===== config.mk =====
export PLATFORM = sky130hd
export DESIGN_NAME = clock_core_sync
export DESIGN_NICKNAME = d
export VERILOG_FILES = /design/src/rtl/clock_pkg.sv /design/src/rtl/mod_n_counter.sv /design/src/rtl/clock_core_sync.sv
export SDC_FILE = /design/constraint.sdc
export NUM_CORES = 1
export LEC_CHECK = 0
export ABC_AREA = 1
export BUFFER_PORTS_ARGS = -buffer_cell sky130_fd_sc_hd__buf_2
export CAP_MARGIN = 40
export CORE_MARGIN = 8
export CORE_UTILIZATION = 64
export CTS_CLUSTER_SIZE = 24
export DETAILED_ROUTE_END_ITERATION = 12
export GPL_TIMING_DRIVEN = 0
export HOLD_SLACK_MARGIN = 0.15
export PLACE_DENSITY = 0.9
export RECOVER_POWER = 50
export SLEW_MARGIN = 20
export SYNTH_ARGS = -nofsm -noshare
export SYNTH_HDL_FRONTEND = slang
export SYNTH_SLANG_ARGS = --single-unit

===== constraint.sdc =====
create_clock -name clk -period 6.9 [get_ports clk]
set_clock_uncertainty 0.15 [all_clocks]
set_input_delay 0.69 -clock clk [delete_from_list [all_inputs] [get_ports clk]]
set_output_delay 0.69 -clock clk [all_outputs]
set_load 0.01 [all_outputs]

===== src/rtl/clock_pkg.sv =====
// Shared constants, alarm state type and display helpers for the time-of-day core.
package clock_pkg;

  localparam int SEC_MOD  = 60;
  localparam int MIN_MOD  = 60;
  localparam int HOUR_MOD = 24;

  typedef enum logic {
    IDLE = 1'b0,
    RING = 1'b1
  } alarm_state_t;

  // Binary 0..59 to packed {tens, ones} BCD.
  function automatic logic [7:0] bin2bcd8(input logic [6:0] bin);
    logic [3:0] tens;
    logic [3:0] ones;
    tens = 4'(bin / 7'd10);
    ones = 4'(bin % 7'd10);
    return {tens, ones};
  endfunction

  // Internal 0..23 hour to 12 h clock-face hour 1..12.
  function automatic logic [4:0] to12h(input logic [4:0] hour);
    if (hour == 5'd0) begin
      return 5'd12;
    end else if (hour > 5'd12) begin
      return hour - 5'd12;
    end else begin
      return hour;
    end
  endfunction

endpackage


===== src/rtl/mod_n_counter.sv =====
// Modulo-N counter taking two simultaneous increments; only inc_a can carry out.
module mod_n_counter #(
  parameter int N = 60,
  parameter int W = 6
) (
  input  logic         clk,
  input  logic         rst,
  input  logic         inc_a,
  input  logic         inc_b,
  output logic [W-1:0] value,
  output logic [W-1:0] next_value,
  output logic         carry_out
);

  localparam logic [W:0]   MOD  = N[W:0];
  localparam logic [W-1:0] LAST = W'(N - 1);

  logic [W:0] sum;

  // Both increments can land on N-1 together, so the sum may overshoot by up to 1 past N.
  assign sum        = {1'b0, value} + {{W{1'b0}}, inc_a} + {{W{1'b0}}, inc_b};
  assign next_value = (sum >= MOD) ? W'(sum - MOD) : sum[W-1:0];
  assign carry_out  = inc_a && (value == LAST);

  always_ff @(posedge clk) begin
    if (!rst) begin
      value <= '0;
    end else begin
      value <= next_value;
    end
  end

endmodule


===== src/rtl/clock_core_sync.sv =====
// Time-of-day core: prescaled tick, h/m/s counters, BCD display registers, one-shot alarm.
//   state | meaning
//   IDLE  | alarm silent, waiting for a tick that lands on the alarm time
//   RING  | alarm asserted, counting ticks until timeout, ack or disarm
module clock_core_sync #(
  parameter int CLK_HZ    = 50_000_000,
  parameter int TICK_HZ   = 1,
  parameter int ALARM_SEC = 30
) (
  input  logic       clk,
  input  logic       rst,
  input  logic       run_tgl,
  input  logic       inc_sec,
  input  logic       inc_min,
  input  logic       inc_hour,
  input  logic       mode12,
  input  logic       alarm_we,
  input  logic [4:0] alarm_hour,
  input  logic [5:0] alarm_min,
  input  logic       alarm_en,
  input  logic       alarm_ack,
  output logic [7:0] sec_bcd,
  output logic [7:0] min_bcd,
  output logic [7:0] hour_bcd,
  output logic       pm,
  output logic       running,
  output logic       tick,
  output logic       alarm
);
  import clock_pkg::*;

  localparam int DIV = CLK_HZ / TICK_HZ;
  localparam int PW  = (DIV > 1) ? $clog2(DIV) : 1;
  localparam logic [PW-1:0] PRESC_LAST = PW'(DIV - 1);
  localparam int RW  = (ALARM_SEC > 1) ? $clog2(ALARM_SEC + 1) : 1;
  localparam logic [RW-1:0] RING_LAST = RW'(ALARM_SEC - 1);

  logic [PW-1:0] presc;
  logic [5:0]    sec_cnt, min_cnt, sec_nx, min_nx;
  logic [4:0]    hour_cnt, hour_nx;
  logic          carry_s, carry_m;
  logic [4:0]    alarm_hour_set;
  logic [5:0]    alarm_min_set;
  logic          alarm_hit;
  alarm_state_t  state;
  logic [RW-1:0] ring_cnt;

  // The phase is held, not cleared, while stopped so the tick cadence resumes seamlessly.
  assign tick = running && (presc == PRESC_LAST);

  always_ff @(posedge clk) begin
    if (!rst) begin
      presc   <= '0;
      running <= 1'b1;
    end else begin
      if (running) begin
        presc <= tick ? '0 : presc + 1'b1;
      end
      if (run_tgl) begin
        running <= ~running;
      end
    end
  end

  mod_n_counter #(.N(SEC_MOD), .W(6)) u_sec (
    .clk, .rst, .inc_a(tick), .inc_b(inc_sec),
    .value(sec_cnt), .next_value(sec_nx), .carry_out(carry_s)
  );

  mod_n_counter #(.N(MIN_MOD), .W(6)) u_min (
    .clk, .rst, .inc_a(carry_s), .inc_b(inc_min),
    .value(min_cnt), .next_value(min_nx), .carry_out(carry_m)
  );

  mod_n_counter #(.N(HOUR_MOD), .W(5)) u_hour (
    .clk, .rst, .inc_a(carry_m), .inc_b(inc_hour),
    .value(hour_cnt), .next_value(hour_nx), .carry_out()
  );

  always_ff @(posedge clk) begin
    if (!rst) begin
      sec_bcd  <= '0;
      min_bcd  <= '0;
      hour_bcd <= '0;
      pm       <= 1'b0;
    end else begin
      sec_bcd  <= bin2bcd8({1'b0, sec_cnt});
      min_bcd  <= bin2bcd8({1'b0, min_cnt});
      hour_bcd <= bin2bcd8({2'b00, (mode12 ? to12h(hour_cnt) : hour_cnt)});
      pm       <= (hour_cnt >= 5'd12);
    end
  end

  always_ff @(posedge clk) begin
    if (!rst) begin
      alarm_hour_set <= '0;
      alarm_min_set  <= '0;
    end else if (alarm_we && (alarm_hour <= 5'd23) && (alarm_min <= 6'd59)) begin
      alarm_hour_set <= alarm_hour;
      alarm_min_set  <= alarm_min;
    end
  end

  // Compare against the post-update time so the alarm fires on the tick that reaches hh:mm:00.
  assign alarm_hit = tick && alarm_en && (hour_nx == alarm_hour_set) &&
                     (min_nx == alarm_min_set) && (sec_nx == 6'd0);

  always_ff @(posedge clk) begin
    if (!rst) begin
      state    <= IDLE;
      alarm    <= 1'b0;
      ring_cnt <= '0;
    end else begin
      case (state)
        IDLE: begin
          if (alarm_hit && !alarm_ack) begin
            state    <= RING;
            alarm    <= 1'b1;
            ring_cnt <= RING_LAST;
          end
        end
        RING: begin
          if (alarm_ack || !alarm_en || (tick && (ring_cnt == '0))) begin
            state <= IDLE;
            alarm <= 1'b0;
          end else if (tick) begin
            ring_cnt <= ring_cnt - 1'b1;
          end
        end
      endcase
    end
  end

endmodule


* Yosys cells after proc, flatten, opt, wreduce, memory -nomap -nowiden
Cells that the tools add are included.
** Operators by class
- Bitwise gates (word level) :: 2
- Divide/modulo/power cells :: 6
- Reductions and logical operators :: 20
- Equality and inequality tests :: 9
- Add/sub/neg operators :: 12
- Mux-type cells :: 18
- Order comparisons :: 7
** Operators with widths (count)
- 5-bit 2-to-1 mux :: 8
- 26-bit by 1-bit adder with 26-bit output, second input constant :: 1
- 26-bit == test, second input constant :: 1
- 26-bit 2-to-1 mux :: 1
- 6-bit by 1-bit adder with 7-bit output :: 2
- 7-bit by 1-bit adder with 7-bit output :: 2
- 6-bit by 4-bit divider with 7-bit output, second input constant :: 2
- 7-bit by 6-bit >= comparator with 1-bit output, second input constant :: 2
- 6-bit by 4-bit remainder unit with 7-bit output, second input constant :: 2
- 6-bit == test, second input constant :: 2
- 6-bit 2-to-1 mux :: 2
- 6-bit subtractor, second input constant :: 2
- 1-bit logical AND :: 11
- 5-bit zero test :: 2
- 5-bit case mux with 2 select lines :: 1
- 5-bit by 4-bit divider with 7-bit output, second input constant :: 1
- 5-bit by 4-bit remainder unit with 7-bit output, second input constant :: 1
- 5-bit by 1-bit adder with 6-bit output :: 1
- 6-bit by 1-bit adder with 6-bit output :: 1
- 6-bit == test :: 1
- 6-bit by 5-bit >= comparator with 1-bit output, second input constant :: 1
- 6-bit less-or-equal comparator, second input constant :: 1
- 6-bit zero test :: 1
- 2-bit != test, second input constant :: 3
- other kinds (15) :: 22
** Word-level totals
- Input bits :: 21
- Word-level logic and storage cells :: 88
- Output and inout bits :: 28
- Register bits :: 87

* Longest topological paths before layout
- Depth after elaboration :: 15
- Gate-level depth with buffers :: 29
- Mapped depth without buffers :: 29

* Cells and area by module
Synthesis repeated with hierarchy kept, for this count alone.
** Second synthesis, totals
- Cells, all modules :: 730
- Area total of the unflattened synthesis :: 4951.0 um^2
** By module, submodules not included
- clock_core_sync :: cells each 539, seq. area each 1321.3 um^2, area each 3649.8 um^2, instances 1
- mod_n_counter (u_min ...) :: cells each 75, seq. area each 120.1 um^2, area each 509.2 um^2, instances 2
- mod_n_counter (u_hour) :: cells each 41, seq. area each 100.1 um^2, area each 282.8 um^2, instances 1

* Worst setup path after synthesis
No wires, ideal clock.
- Kind :: reg-to-reg
- Start :: reg presc[0]
- End :: reg ring_cnt[1]
- Buffers on the path :: 0
- Clock period less this slack :: 3.818 ns
- Setup slack :: 3.082 ns
- Required time :: 6.635 ns
- Setup time :: 0.115 ns
- Arrival :: 3.553 ns
- Stages on the path, launching flop included :: 27
- Cell sequence :: dfxtp_1 > ha_1 > nand3_1 > nor2_1 > nand3_1 > nor2_2 > inv_1 > nor3_1 > fa_1 > ha_1 > xor2_4 > ha_1 > nand2_1 > nor2_1 > nand3_1 > nor2_1 > nor2_4 > nand2_4 > nand2_2 > nand3_2 > nand2_1 > nor2_2 > nand2_2 > o21bai_4 > nand3_1 > nand2_1 > nor2_1
** Between the ends
- Cells in the longest elaborated chain, start to end :: 15
- Elaborated cells on any way between the ends :: 33
- Classes of those cells :: 9 x add/sub; 3 x order compare; 6 x eq/ne; 3 x mux; 12 x reduce/logical
** RTL lines
- start: declaration :: line clock_core_sync.sv:38 : logic [PW-1:0] presc;
- start signal: assignment :: line clock_core_sync.sv:57 : presc <= tick ? '0 : presc + 1'b1;
- 26-bit == test * :: line clock_core_sync.sv:49 : assign tick = running && (presc == PRESC_LAST);
- 1-bit logical AND * :: line clock_core_sync.sv:49
- named net tick :: line clock_core_sync.sv:27 : output logic tick,
- 1-bit logical AND (2 in series) :: line mod_n_counter.sv:23 : assign carry_out = inc_a && (value == LAST);
- 5-bit by 1-bit adder with 6-bit output :: line mod_n_counter.sv:21 : assign sum = {1'b0, value} + {{W{1'b0}}, inc_a} + {{W{1'b0}}, inc_b};
- 6-bit by 1-bit adder with 6-bit output :: line mod_n_counter.sv:21
- 5-bit subtractor or 6-bit by 5-bit >= comparator with 1-bit output (tied branches) :: line mod_n_counter.sv:22 : assign next_value = (sum >= MOD) ? W'(sum - MOD) : sum[W-1:0];
- 5-bit 2-to-1 mux :: line mod_n_counter.sv:22
- 5-bit == test :: line clock_core_sync.sv:105 : assign alarm_hit = tick && alarm_en && (hour_nx == alarm_hour_set) &&
- 1-bit logical AND (2 in series) :: line clock_core_sync.sv:105
- 1-bit logical AND :: line clock_core_sync.sv:106 : (min_nx == alarm_min_set) && (sec_nx == 6'd0);
- 1-bit logical AND :: line clock_core_sync.sv:116 : if (alarm_hit && !alarm_ack) begin
- 2-bit != test (no line)
- 3-bit AND reduction (no line) *
- end signal: assignment :: line clock_core_sync.sv:127 : ring_cnt <= ring_cnt - 1'b1;
- end: declaration :: line clock_core_sync.sv:46 : logic [RW-1:0] ring_cnt;
The timed path passes the listed nets; every way through them passes the cells marked *.
A chain may end at the register's enable or synchronous reset.

* Final worst setup path
- Start :: reg presc[0]
- End :: reg ring_cnt[1]
** Between the ends
- Cells in the longest elaborated chain, start to end :: 15
- Elaborated cells on any way between the ends :: 33
- Classes of those cells :: 9 x add/sub; 3 x order compare; 6 x eq/ne; 3 x mux; 12 x reduce/logical
** RTL lines (line)
- 26-bit == test * :: clock_core_sync.sv:49
- 1-bit logical AND * :: clock_core_sync.sv:49
- 1-bit logical AND (2 in series) :: mod_n_counter.sv:23
- 5-bit by 1-bit adder with 6-bit output :: mod_n_counter.sv:21
- 6-bit by 1-bit adder with 6-bit output :: mod_n_counter.sv:21
- 5-bit subtractor or 6-bit by 5-bit >= comparator with 1-bit output (tied branches) :: mod_n_counter.sv:22
- 5-bit 2-to-1 mux :: mod_n_counter.sv:22
- 5-bit == test :: clock_core_sync.sv:105
- 1-bit logical AND (2 in series) :: clock_core_sync.sv:105
- 1-bit logical AND :: clock_core_sync.sv:106
- 1-bit logical AND :: clock_core_sync.sv:116
- 2-bit != test (no line)
- 3-bit AND reduction (no line) *
Every way passes the cells marked *; elsewhere a longest branch is shown, timed or not.

==> results.json <==
{
  "core_area_um2": 7250,
  "die_area_um2": 10500,
  "path_delay_family": "simple AND/OR/NAND/NOR gates",
  "final_nets": 799,
  "cts_resized": 0,
  "row_count": 31,
  "outcome": "complete, no violations",
  "first_global_vias": 4412,
  "synthCells": 698,
  "fillers": 604,
  "rsz0062_at_grt": "no",
  "dp_cells": 844,
  "period_minus_slack_ns": 4.97,
  "fin_crit_sh": 0.720,
  "cts_tree": "built",
  "critPathRequiredTime_ns": 7.00,
  "drv_slew": 0,
  "utilization": 0.732,
  "fmax_mhz": 201,
  "switchingPower_uw": 254,
  "vdd_drop_max_uv": 135,
  "drt_first_pass_iters": 5,
  "overflow": 0,
  "synth_mux_area_frac": 0.00235,
  "cpPeakStageDelay_ns": 0.50,
  "yosys.area.top_type_share": 0.347,
  "stdcell_count": 860,
  "synth_compound_area_frac": 0.119,
  "via_per_inst": 5.46,
  "avgSynthCellArea_um2": 6.86,
  "cts_root_buf": "clkbuf_8",
  "comb_power_share": 0.119,
  "ys_types": 48,
  "p_per_area_nw_per_um2": 184,
  "ioPinCount": 49,
  "track_usage": 0.220,
  "relSlewSlack": 0.563,
  "die_h_um": 103,
  "seq_power_share": 0.521,
  "synthToLayoutAreaGrowth_pct": 10.8,
  "antenna_left": 0,
  "path_common_cell": "nor2_1",
  "finalSetupViolations": 0,
  "grt_pass1_wl_um": 18600,
  "drt_iter0_drc": 284,
  "hold_buffers": 0,
  "fin_setup_tns_ns": 0,
  "arrival_ns": 5.06,
  "pwr-share-clk": 0.361,
  "yosysWarnings": 0,
  "clock_sink_count": 83,
  "critPathSlowestCell": "nor3_1",
  "gp_congestion": 0.921,
  "cts_buffers": 9,
  "synthAdderAreaFrac": 0.0622,
  "layout_commonest_cell": "nand2_1",
  "cts_buffer_depth": 2,
  "synth_top_family_by_area": "simple AND/OR/NAND/NOR gates",
  "drv_cap": 0,
  "final_cell_mix": "135 x nand2_1, 109 x inv_1, 86 x nor2_1",
  "end_kind": "flop",
  "leakagePower_nw": 2.40,
  "yosys.area_share.xor_xnor": 0.0384,
  "cts_setup_buffers": 0,
  "antenna_found_initial": 1,
  "ys_ff_latch": 83,
  "dpl_worst_slack_ns": 2.22,
  "start_util": 0.661,
  "switching_share": 0.260,
  "clock_latency_ns": 0.35,
  "cp-start-kind": "flop",
  "hold_viol": 0,
  "wirelength_um": 11400,
  "drc": 0,
  "hp-class": "flop to flop",
  "syn_area_um2": 4790,
  "worstMarginPinSlew_ns": 0.656,
  "layout-drive-gt1-share": 0.101,
  "via_count": 4692,
  "netlist.top_cell.by_area": "dfxtp_1",
  "wire_per_inst_um": 13.2,
  "finalWorstSetupSlack_ns": 1.93,
  "port_buffers": 44,
  "htreeDepth": 3,
  "finalPower_uw": 975,
  "netlist_top_cells_area": "dfxtp_1 35%, nand2_1 10%, inv_1 8.5%",
  "die_w_um": 103,
  "path_class": "flop to flop",
  "internal_power_uw": 721,
  "grt_max_degree": 13,
  "yosysSeqAreaShare": 0.347,
  "cts.clk_slew.worst_paths_ns": 0.08,
  "path_buf_inv": 1,
  "synth_simple_gate_area_frac": 0.323,
  "hpwl_um": 8540,
  "path_max_fanout": 10
}
[registers in the layout, summed over array words and instances, names as in the netlist]
register        cells
hour_bcd            6
presc              26
u_sec.value         6
pm                  1
running             1
state               1
alarm_min_set       6
alarm               1
min_bcd             7
alarm_hour_set      5
u_hour.value        5
ring_cnt            5
sec_bcd             7
u_min.value         6
[metal layers]
metal | up-vias | part of all wire | track usage
met4 | 0 | 0.028 | 0.117
li1 | 2343 | - | -
met1 | 2143 | 0.42 | 0.244
met5 | - | 0 | 0
met3 | 27 | 0.068 | 0.0297
met2 | 179 | 0.49 | 0.398
[synth_stat cells (all sizes together)]
library cell / number
nor4: 3
nor3b: 1
nand3b: 1
xnor2: 3
or2: 2
o21a: 2
conb: 1
o21ai: 40
nand2: 147
nand4: 14
inv: 113
clkbuf: 8
nor3: 15
dfxtp: 83
nand3: 61
nor2: 93
and3: 1
a31oi: 3
xor2: 15
buf: 7
clkinv: 2
o21bai: 1
a21oi: 48
o211ai: 1
a41oi: 1
fa: 3
a211oi: 6
and2: 2
ha: 19
o31ai: 1
mux2: 1
[logic make-up (layout without fill, tap and decap cells)]
logic type | count (synthesis) | in the layout
and+or+nand+nor | 340 | 340
buffers and inverters | 130 | 189
AOI/OAI and AO/OA | 103 | 103
DFF | 83 | 83
adders and majority gates | 22 | 22
xor gates and xnor gates | 18 | 18
other | 1 | 5
muxes | 1 | 1
[final timing paths]
kind | end | from | slack (ns) | depth (start not counted)
max | ring_cnt[1] | presc[0] | 1.93 | 26
max reg2reg | ring_cnt[1] | presc[0] | 1.93 | 26
min reg2reg | hour_bcd[0] | u_hour.value[0] | 0.31 | 2
min | hour_bcd[0] | u_hour.value[0] | 0.31 | 2
[metrics by stage]
step                      cell area, µm²  hold slack [ns]
after floorplan                     4800            0.271
after global placement              5150            0.283
after detailed placement            5150            0.315
after CTS                           5340            0.317
after global routing                5310            0.345
final                               5310            0.308
[power groups by stage]
stage	Sequential [mW]	Clock, mW	Combinational (mW)
5_1_grt	0.510	0.372	0.131
3_3_place_gp	0.518	0	0.110
3_5_place_dp	0.519	0	0.115
4_1_cts	0.507	0.352	0.117
6_report	0.508	0.352	0.116
2_1_floorplan	0.520	0	0.0770
[area by class of cell]
| class | instances | area [µm²] | share of cell area |
|---|---|---|---|
| Tap cell | 99 | 124 | 0.0233 |
| Buffer | 15 | 80.1 | 0.0151 |
| Clock buffer | 13 | 159 | 0.0299 |
| Timing Repair Buffer | 44 | 189 | 0.0356 |
| Sequential cell | 83 | 1660 | 0.313 |
| Inverter | 115 | 434 | 0.0818 |
| Clock inverter | 2 | 35.0 | 0.00660 |
| Multi-Input combinational cell | 488 | 2620 | 0.494 |
| Antenna cell | 1 | 2.50 | 0.000472 |
[worst register-to-register path, cell delays in order, from the launching register on]
cell and delay (ns):
dfxtp_1 0.40, ha_1 0.22, nand3_1 0.10, nor2_1 0.15
nand3_1 0.09, nor2_1 0.48, inv_1 0.16, nor3_1 0.50
fa_1 0.34, ha_1 0.30, xor2_4 0.22, ha_1 0.23
nand2_1 0.07, nor2_1 0.10, nand3_1 0.09, nor2_1 0.20
nor2_4 0.08, nand2_4 0.12, nand2_2 0.08, o21ai_2 0.07
nand2_1 0.06, nand2_1 0.10, nand2_2 0.09, o21bai_4 0.24
nand3_1 0.12, nand2_1 0.08, nor2_1 0.05
Note: power is estimated with default switching activity, not from simulation.
